File: config.mk
export PLATFORM = sky130hd
export DESIGN_NAME = axil_axis_fifo
export DESIGN_NICKNAME = d
export VERILOG_FILES = /design/src/rtl/axil_axis_fifo_pkg.sv /design/src/rtl/axil_axis_fifo_axi_lite.sv /design/src/rtl/axil_axis_fifo.sv
export SDC_FILE = /design/constraint.sdc
export NUM_CORES = 1
export LEC_CHECK = 0
export CAP_MARGIN = 10
export CORE_ASPECT_RATIO = 1.25
export CORE_MARGIN = 10
export CORE_UTILIZATION = 25
export DETAILED_ROUTE_END_ITERATION = 10
export PLACE_DENSITY = 0.45
export REMOVE_ABC_BUFFERS = 1
export SETUP_SLACK_MARGIN = 0.1
export SLEW_MARGIN = 30
export SYNTH_ARGS = -nofsm -noshare
export SYNTH_HDL_FRONTEND = slang
export SYNTH_SLANG_ARGS = --single-unit
File: constraint.sdc
create_clock -name clk_i -period 5.6 [get_ports clk_i]
set_clock_uncertainty 0.2 [all_clocks]
set_input_delay 1.12 -clock clk_i [delete_from_list [all_inputs] [get_ports clk_i]]
set_output_delay 1.12 -clock clk_i [all_outputs]
set_load 0.01 [all_outputs]
File: src/rtl/axil_axis_fifo_pkg.sv
// axil_axis_fifo_pkg: register word addresses and identification constants of the CPU-to-stream FIFO.
package axil_axis_fifo_pkg;
  localparam logic [31:0] PCORE_VERSION = 32'h0001_0069;
  localparam logic [31:0] MAGIC_FIFO = 32'h4649_464F;
  localparam logic [31:0] MAGIC_69 = 32'h6969_6969;
  localparam logic [31:0] REG_VERSION = 32'd0;
  localparam logic [31:0] REG_ID = 32'd1;
  localparam logic [31:0] REG_ZERO = 32'd2;
  localparam logic [31:0] REG_MAGIC = 32'd3;
  localparam logic [31:0] REG_MAGIC2 = 32'd4;
  localparam logic [31:0] REG_LEVEL = 32'd5;
  localparam logic [31:0] REG_STATUS = 32'd6;
  localparam logic [31:0] REG_PUSH = 32'd7;
  localparam logic [31:0] REG_USER = 32'd8;
  localparam logic [31:0] REG_PUSH_LAST = 32'd9;
  localparam logic [31:0] REG_OVF = 32'd10;
  localparam logic [31:0] REG_CTRL = 32'd11;
endpackage

File: src/rtl/axil_axis_fifo_axi_lite.sv
// axil_axis_fifo_axi_lite: AXI-lite slave to single-cycle req/ack register port; one transaction per channel in flight.
module axil_axis_fifo_axi_lite #(
  parameter int ADDRESS_WIDTH = 16
) (
  input  logic                     clk_i,
  input  logic                     reset_ni,
  input  logic [ADDRESS_WIDTH-1:0] s_axi_awaddr,
  input  logic                     s_axi_awvalid,
  output logic                     s_axi_awready,
  input  logic [31:0]              s_axi_wdata,
  input  logic [3:0]               s_axi_wstrb,
  input  logic                     s_axi_wvalid,
  output logic                     s_axi_wready,
  output logic [1:0]               s_axi_bresp,
  output logic                     s_axi_bvalid,
  input  logic                     s_axi_bready,
  input  logic [ADDRESS_WIDTH-1:0] s_axi_araddr,
  input  logic                     s_axi_arvalid,
  output logic                     s_axi_arready,
  output logic [31:0]              s_axi_rdata,
  output logic [1:0]               s_axi_rresp,
  output logic                     s_axi_rvalid,
  input  logic                     s_axi_rready,
  output logic                     rreq,
  output logic [ADDRESS_WIDTH-3:0] raddr,
  input  logic [31:0]              rdata,
  input  logic                     rack,
  output logic                     wreq,
  output logic [ADDRESS_WIDTH-3:0] waddr,
  output logic [31:0]              wdata,
  input  logic                     wack
);
  logic wbusy, rbusy, unused;
  assign unused = ^{s_axi_wstrb, s_axi_awaddr[1:0], s_axi_araddr[1:0]};
  assign s_axi_bresp = 2'b00;
  assign s_axi_rresp = 2'b00;
  // ready pulses coincide with req, so the register port sees each access exactly once
  always_ff @(posedge clk_i) begin
    if (!reset_ni) begin
      {s_axi_awready, s_axi_wready, s_axi_bvalid, wreq, wbusy} <= '0;
      {s_axi_arready, s_axi_rvalid, rreq, rbusy} <= '0;
      {waddr, wdata, raddr, s_axi_rdata} <= '0;
    end else begin
      {s_axi_awready, s_axi_wready, wreq} <= '0;
      {s_axi_arready, rreq} <= '0;
      if (!wbusy && s_axi_awvalid && s_axi_wvalid) begin
        {s_axi_awready, s_axi_wready, wreq, wbusy} <= '1;
        waddr <= s_axi_awaddr[ADDRESS_WIDTH-1:2];
        wdata <= s_axi_wdata;
      end
      if (wack) s_axi_bvalid <= 1'b1;
      else if (s_axi_bvalid && s_axi_bready) {s_axi_bvalid, wbusy} <= '0;
      if (!rbusy && s_axi_arvalid) begin
        {s_axi_arready, rreq, rbusy} <= '1;
        raddr <= s_axi_araddr[ADDRESS_WIDTH-1:2];
      end
      if (rack) begin
        s_axi_rvalid <= 1'b1;
        s_axi_rdata <= rdata;
      end else if (s_axi_rvalid && s_axi_rready) {s_axi_rvalid, rbusy} <= '0;
    end
  end
endmodule

File: src/rtl/axil_axis_fifo.sv
// axil_axis_fifo: CPU-to-stream FIFO; AXI-lite pushes words, registered AXI-stream output stage drains them.
module axil_axis_fifo
  import axil_axis_fifo_pkg::*;
#(
  parameter int ID = 0,
  parameter int DATA_WIDTH = 16,
  parameter int FIFO_LEN = 8,
  parameter int USER_WIDTH = 1,
  parameter int ADDRESS_WIDTH = 16
) (
  input  logic                     clk_i,
  input  logic                     reset_ni,
  input  logic                     clear_i,
  output logic [DATA_WIDTH-1:0]    m_axis_out_tdata,
  output logic [USER_WIDTH-1:0]    m_axis_out_tuser,
  output logic                     m_axis_out_tlast,
  output logic                     m_axis_out_tvalid,
  input  logic                     m_axis_out_tready,
  input  logic [ADDRESS_WIDTH-1:0] s_axi_awaddr,
  input  logic                     s_axi_awvalid,
  output logic                     s_axi_awready,
  input  logic [31:0]              s_axi_wdata,
  input  logic [3:0]               s_axi_wstrb,
  input  logic                     s_axi_wvalid,
  output logic                     s_axi_wready,
  output logic [1:0]               s_axi_bresp,
  output logic                     s_axi_bvalid,
  input  logic                     s_axi_bready,
  input  logic [ADDRESS_WIDTH-1:0] s_axi_araddr,
  input  logic                     s_axi_arvalid,
  output logic                     s_axi_arready,
  output logic [31:0]              s_axi_rdata,
  output logic [1:0]               s_axi_rresp,
  output logic                     s_axi_rvalid,
  input  logic                     s_axi_rready
);
  localparam int PW = $clog2(FIFO_LEN) + 1;
  localparam int MW = USER_WIDTH + 1 + DATA_WIDTH;
  localparam int AW = ADDRESS_WIDTH - 2;
  logic rreq, wreq, rack, wack, full, empty, flush, push_req, push, load, mem_empty, unused_w;
  logic [AW-1:0] raddr, waddr;
  logic [31:0] rdata, wdata, rmux, ra, wa, ovf;
  logic [MW-1:0] mem [FIFO_LEN];
  logic [PW-1:0] wr_ptr, rd_ptr, level;
  logic [USER_WIDTH-1:0] user_q;
  axil_axis_fifo_axi_lite #(.ADDRESS_WIDTH(ADDRESS_WIDTH)) u_axil (
    .clk_i(clk_i), .reset_ni(reset_ni),
    .s_axi_awaddr(s_axi_awaddr), .s_axi_awvalid(s_axi_awvalid), .s_axi_awready(s_axi_awready),
    .s_axi_wdata(s_axi_wdata), .s_axi_wstrb(s_axi_wstrb), .s_axi_wvalid(s_axi_wvalid), .s_axi_wready(s_axi_wready),
    .s_axi_bresp(s_axi_bresp), .s_axi_bvalid(s_axi_bvalid), .s_axi_bready(s_axi_bready),
    .s_axi_araddr(s_axi_araddr), .s_axi_arvalid(s_axi_arvalid), .s_axi_arready(s_axi_arready),
    .s_axi_rdata(s_axi_rdata), .s_axi_rresp(s_axi_rresp), .s_axi_rvalid(s_axi_rvalid), .s_axi_rready(s_axi_rready),
    .rreq(rreq), .raddr(raddr), .rdata(rdata), .rack(rack),
    .wreq(wreq), .waddr(waddr), .wdata(wdata), .wack(wack)
  );
  assign unused_w = ^wdata;
  assign ra = 32'(raddr);
  assign wa = 32'(waddr);
  // level includes the word parked in the output register
  assign level = wr_ptr - rd_ptr + PW'(m_axis_out_tvalid);
  assign full = level == PW'(FIFO_LEN);
  assign empty = level == '0;
  assign mem_empty = wr_ptr == rd_ptr;
  assign flush = clear_i || (wreq && wa == REG_CTRL && wdata[0]);
  assign push_req = wreq && (wa == REG_PUSH || wa == REG_PUSH_LAST) && !flush;
  assign push = push_req && !full;
  assign load = (!m_axis_out_tvalid || m_axis_out_tready) && !mem_empty;
  always_comb begin
    rmux = '0;
    case (ra)
      REG_VERSION: rmux = PCORE_VERSION;
      REG_ID:      rmux = 32'(ID);
      REG_ZERO:    rmux = '0;
      REG_MAGIC:   rmux = MAGIC_FIFO;
      REG_MAGIC2:  rmux = MAGIC_69;
      REG_LEVEL:   rmux = 32'(level);
      REG_STATUS:  rmux = {30'b0, empty, full};
      REG_USER:    rmux = 32'(user_q);
      REG_OVF:     rmux = ovf;
      default:     rmux = '0;
    endcase
  end
  always_ff @(posedge clk_i)
    if (push) mem[wr_ptr[PW-2:0]] <= {user_q, wa == REG_PUSH_LAST, wdata[DATA_WIDTH-1:0]};
  always_ff @(posedge clk_i) begin
    if (!reset_ni) begin
      {wr_ptr, rd_ptr, user_q, ovf, rack, wack, rdata} <= '0;
      {m_axis_out_tvalid, m_axis_out_tdata, m_axis_out_tuser, m_axis_out_tlast} <= '0;
    end else begin
      rack <= rreq;
      wack <= wreq;
      if (rreq) rdata <= rmux;
      if (wreq && wa == REG_USER) user_q <= wdata[USER_WIDTH-1:0];
      if (wreq && wa == REG_OVF) ovf <= '0;
      else if (push_req && full && ovf != '1) ovf <= ovf + 32'd1;
      if (flush) begin
        {wr_ptr, rd_ptr} <= '0;
        {m_axis_out_tvalid, m_axis_out_tdata, m_axis_out_tuser, m_axis_out_tlast} <= '0;
      end else begin
        if (push) wr_ptr <= wr_ptr + PW'(1);
        if (load) begin
          {m_axis_out_tuser, m_axis_out_tlast, m_axis_out_tdata} <= mem[rd_ptr[PW-2:0]];
          m_axis_out_tvalid <= 1'b1;
          rd_ptr <= rd_ptr + PW'(1);
        end else if (m_axis_out_tready) m_axis_out_tvalid <= 1'b0;
      end
    end
  end
endmodule

==> results.py <==
metrics = {
    "placement": {
        "hpwl_um": 21600,
        "port_buffers": 108,
        "gp_congestion": 0.751,
        "placed_area_mm2": 0.0146,
        "placed_cells": 1795,
    },
    "timing": {
        "finalSetupViolations": 0,
        "final_hold_viol_count": 0,
        "rsz0062_at_grt": "no",
        "min_period_over_period": 0.741,
        "max_slew_margin": 0.353,
        "drv_slew": 0,
        "max_slew.worst_pin.slew_ns": 0.964,
        "fmax_mhz": 241,
        "whs_ns": 0.253,
        "period_needed_ns": 4.15,
    },
    "worst_setup_path": {
        "r2r-start": "wr_ptr[0]",
        "rr_worst_depth": 13,
        "cp_max_fo": 13,
        "timing.rr.end": "ovf[27]",
        "startpoint_type": "register",
        "arrival_ns": 4.42,
        "required_ns": 5.87,
        "criticalPathCategory": "register to register",
        "rrSetupSlack_ns": 1.45,
        "end_kind": "register",
    },
    "clocking": {
        "clk_pin_slew_worst_paths_ns": 0.06,
        "cts_max_path_buffers": 3,
        "ctsHtreeMaxLevel": 2,
        "worstSkewPairLatency_ns": 0.55,
        "ctsResizeCount": 0,
        "cts_tree": "built",
        "post_cts.repair.setup_buffers": 0,
        "numCtsBuffers": 38,
        "holdBufCountCts": 0,
        "cts_sinks": 320,
        "cts-root-buf": "clkbuf_16",
    },
    "synth": {
        "ys_ff_latch": 320,
        "synth_top_flop_cell": "dfxtp_1",
        "syn_avg_cell_area_um2": 11.8,
        "ys_top_cells_by_count": "176 x dfxtp_1, 144 x edfxtp_1, 134 x nand2_1",
        "ys_seq_area_frac": 0.621,
        "ys_warn_count": 0,
        "ys_types": 52,
        "async_flop_share": 0,
        "synth-edff-count": 144,
        "synth_area_mm2": 0.0126,
        "synth_top_area_share": 0.342,
        "synth_most_common_cell": "dfxtp_1",
        "syn-instance-count": 1074,
        "synth_top_cell_by_area": "edfxtp_1",
        "synth_area_leaders": "edfxtp_1 34%, dfxtp_1 28%, mux4_2 6.4%",
    },
    "floorplanning": {
        "core_area_mm2": 0.0503,
        "fp-row-count": 92,
        "die-area_mm2": 0.0600,
        "die_h_um": 271,
        "start_util": 0.251,
        "dieWidth_um": 221,
        "num_io_pins": 137,
    },
    "layout": {
        "area.growth.synth_to_final_pct": 24.1,
        "drive_gt1_frac": 0.110,
        "fill_cells": 5082,
        "finalNetCount": 1264,
        "diodes": 0,
        "instances_no_fill": 1862,
        "postLayoutCellArea_mm2": 0.0157,
    },
    "power_and_ir_drop": {
        "pwr-share-comb": 0.032,
        "switchingPower_uw": 1070,
        "seqPwrFrac": 0.506,
        "power.density_mw_per_mm2": 312,
        "internal_power_uw": 3840,
        "clockPowerShare": 0.462,
        "switching_share": 0.218,
        "worst_ir_drop_vdd_uv": 170,
        "p_leak_uw": 0.00520,
    },
    "global_route": {
        "grt_pass1_vias": 8505,
        "met3_usage": 0.0230,
        "top_usage_layer": "met2",
        "overflow": 0,
        "grt_use_met1": 0.124,
        "track_usage": 0.107,
        "antenna_found_initial": 0,
        "grt_max_degree": 75,
        "met2_usage": 0.193,
        "grt_first_pass_wirelength_um": 50900,
    },
    "route": {
        "wl_um": 32700,
        "via_per_inst": 4.45,
        "drtPass1Iterations": 4,
        "ant_nets": 0,
        "remaining_drc_errors": 0,
        "vias": 8289,
        "drt_iter0_drc": 374,
        "wire_per_inst_um": 17.6,
    },
    "run": {
        "maxCapViolCount": 0,
    },
    "min_path": {
        "hold_path.class": "register to register",
        "whs_path_depth": 2,
        "hold_start": "u_axil.waddr[6]",
        "min_to": "u_axil.waddr[6]",
    },
    "outcome": {
        "status": "complete, no violations",
    },
}
==> worst max-delay path by stage <==
stage	slack, ns	start	to	depth (start not counted)
4_1_cts	1.42	wr_ptr[0]	ovf[21]	13
3_3_place_gp	1.51	clear_i	mem[6][8]	6
6_report	1.45	wr_ptr[0]	ovf[27]	13
3_5_place_dp	1.45	wr_ptr[0]	ovf[21]	13
2_1_floorplan	-0.19	rd_ptr[0]	mem[0][0]	9
5_1_grt	1.16	wr_ptr[0]	ovf[23]	12
==> state kept, by name, indices dropped and copies added, names as in the netlist, 4 cells and up <==
signal,count
u_axil.waddr,14
u_axil.s_axi_rdata,32
m_axis_out_tdata,16
u_axil.wdata,16
rd_ptr,4
ovf,32
rdata,32
mem,144
u_axil.raddr,14
wr_ptr,4
==> routing by layer <==
metal  up-vias  part of all wire
met5         -                 0
met4         0             0.021
met3        45             0.043
met2       134              0.52
met1      4043              0.42
li1       4067                 -
==> kinds of logic (layout without fill, tap and decap cells) <==
family	Yosys count	count (layout)	share of synthesized area
other cells	1	4	0.000297
fa+ha+maj	10	10	0.0105
buf+inv	82	209	0.0261
compound gates	155	155	0.0694
mux	91	91	0.108
xor+xnor	31	31	0.0226
simple gates	384	384	0.143
flops	320	320	0.621
==> layout make-up <==
type	count	area, um2	area share
well taps	658	823	0.0525
clock buffers	54	1050	0.0670
clock inverters	13	83.8	0.00534
repair buffers	130	1270	0.0807
flip-flops and latches	320	7850	0.500
inverters	12	46.3	0.00295
multi-input cells	675	4570	0.291
==> placed cells by master (no fill, tap or decap), types with 4 or more instances in the layout <==
| cell | Yosys | routed |
|---|---|---|
| a211oi_1 | 19 | 19 |
| a21oi_1 | 83 | 83 |
| and2_1 | 8 | 8 |
| and3_1 | 11 | 11 |
| and4_1 | 10 | 10 |
| buf_4 | 5 | 21 |
| clkbuf_1 | 55 | 13 |
| clkbuf_16 | 0 | 39 |
| clkdlybuf4s50_1 | 0 | 108 |
| clkinv_2 | 0 | 8 |
| conb_1 | 1 | 4 |
| dfxtp_1 | 176 | 174 |
| edfxtp_1 | 144 | 144 |
| ha_1 | 9 | 9 |
| inv_1 | 12 | 11 |
| mux2i_1 | 55 | 55 |
| mux4_2 | 36 | 36 |
| nand2_1 | 134 | 134 |
| nand2b_1 | 17 | 17 |
| nand3_1 | 29 | 29 |
| nand4_1 | 10 | 10 |
| nor2_1 | 101 | 98 |
| nor2b_1 | 7 | 5 |
| nor3_1 | 19 | 15 |
| nor4_1 | 14 | 12 |
| o21ai_0 | 36 | 35 |
| or2_2 | 4 | 4 |
| or3_1 | 8 | 8 |
| xnor2_1 | 27 | 27 |
==> worst max-delay path, cell delays in order, from the launching register on <==
cell and delay (ns):
dfxtp_1 0.47, inv_1 0.14, ha_1 0.33, inv_1 0.06, ha_1 0.15, inv_1 0.05
fa_1 0.37, xnor2_1 0.17, nor3b_1 0.31, o2111ai_2 0.46, buf_4 0.35, or3_1 0.51
or3_1 0.35, a21oi_1 0.14
==> power groups by stage <==
| stage | Sequential (uW) | Clock (uW) | Combinational [uW] |
|---|---|---|---|
| 2_1_floorplan | 2520 | 0 | 72.6 |
| 5_1_grt | 2490 | 2450 | 173 |
| 3_5_place_dp | 2530 | 0 | 160 |
| 3_3_place_gp | 2530 | 0 | 159 |
| 4_1_cts | 2480 | 2350 | 161 |
| 6_report | 2480 | 2270 | 156 |
==> through the flow <==
stage	setup WS (ns)	total power (uW)	util	setup TNS, ns
after floorplan	-0.192	2600	-	-3.46
after global placement	1.51	2690	0.288	0
after detailed placement	1.45	2690	0.289	0
after CTS	1.42	4990	0.312	0
after global routing	1.16	5110	0.312	0
final	1.45	4900	0.312	0
(Power assumes the default switching activity.)
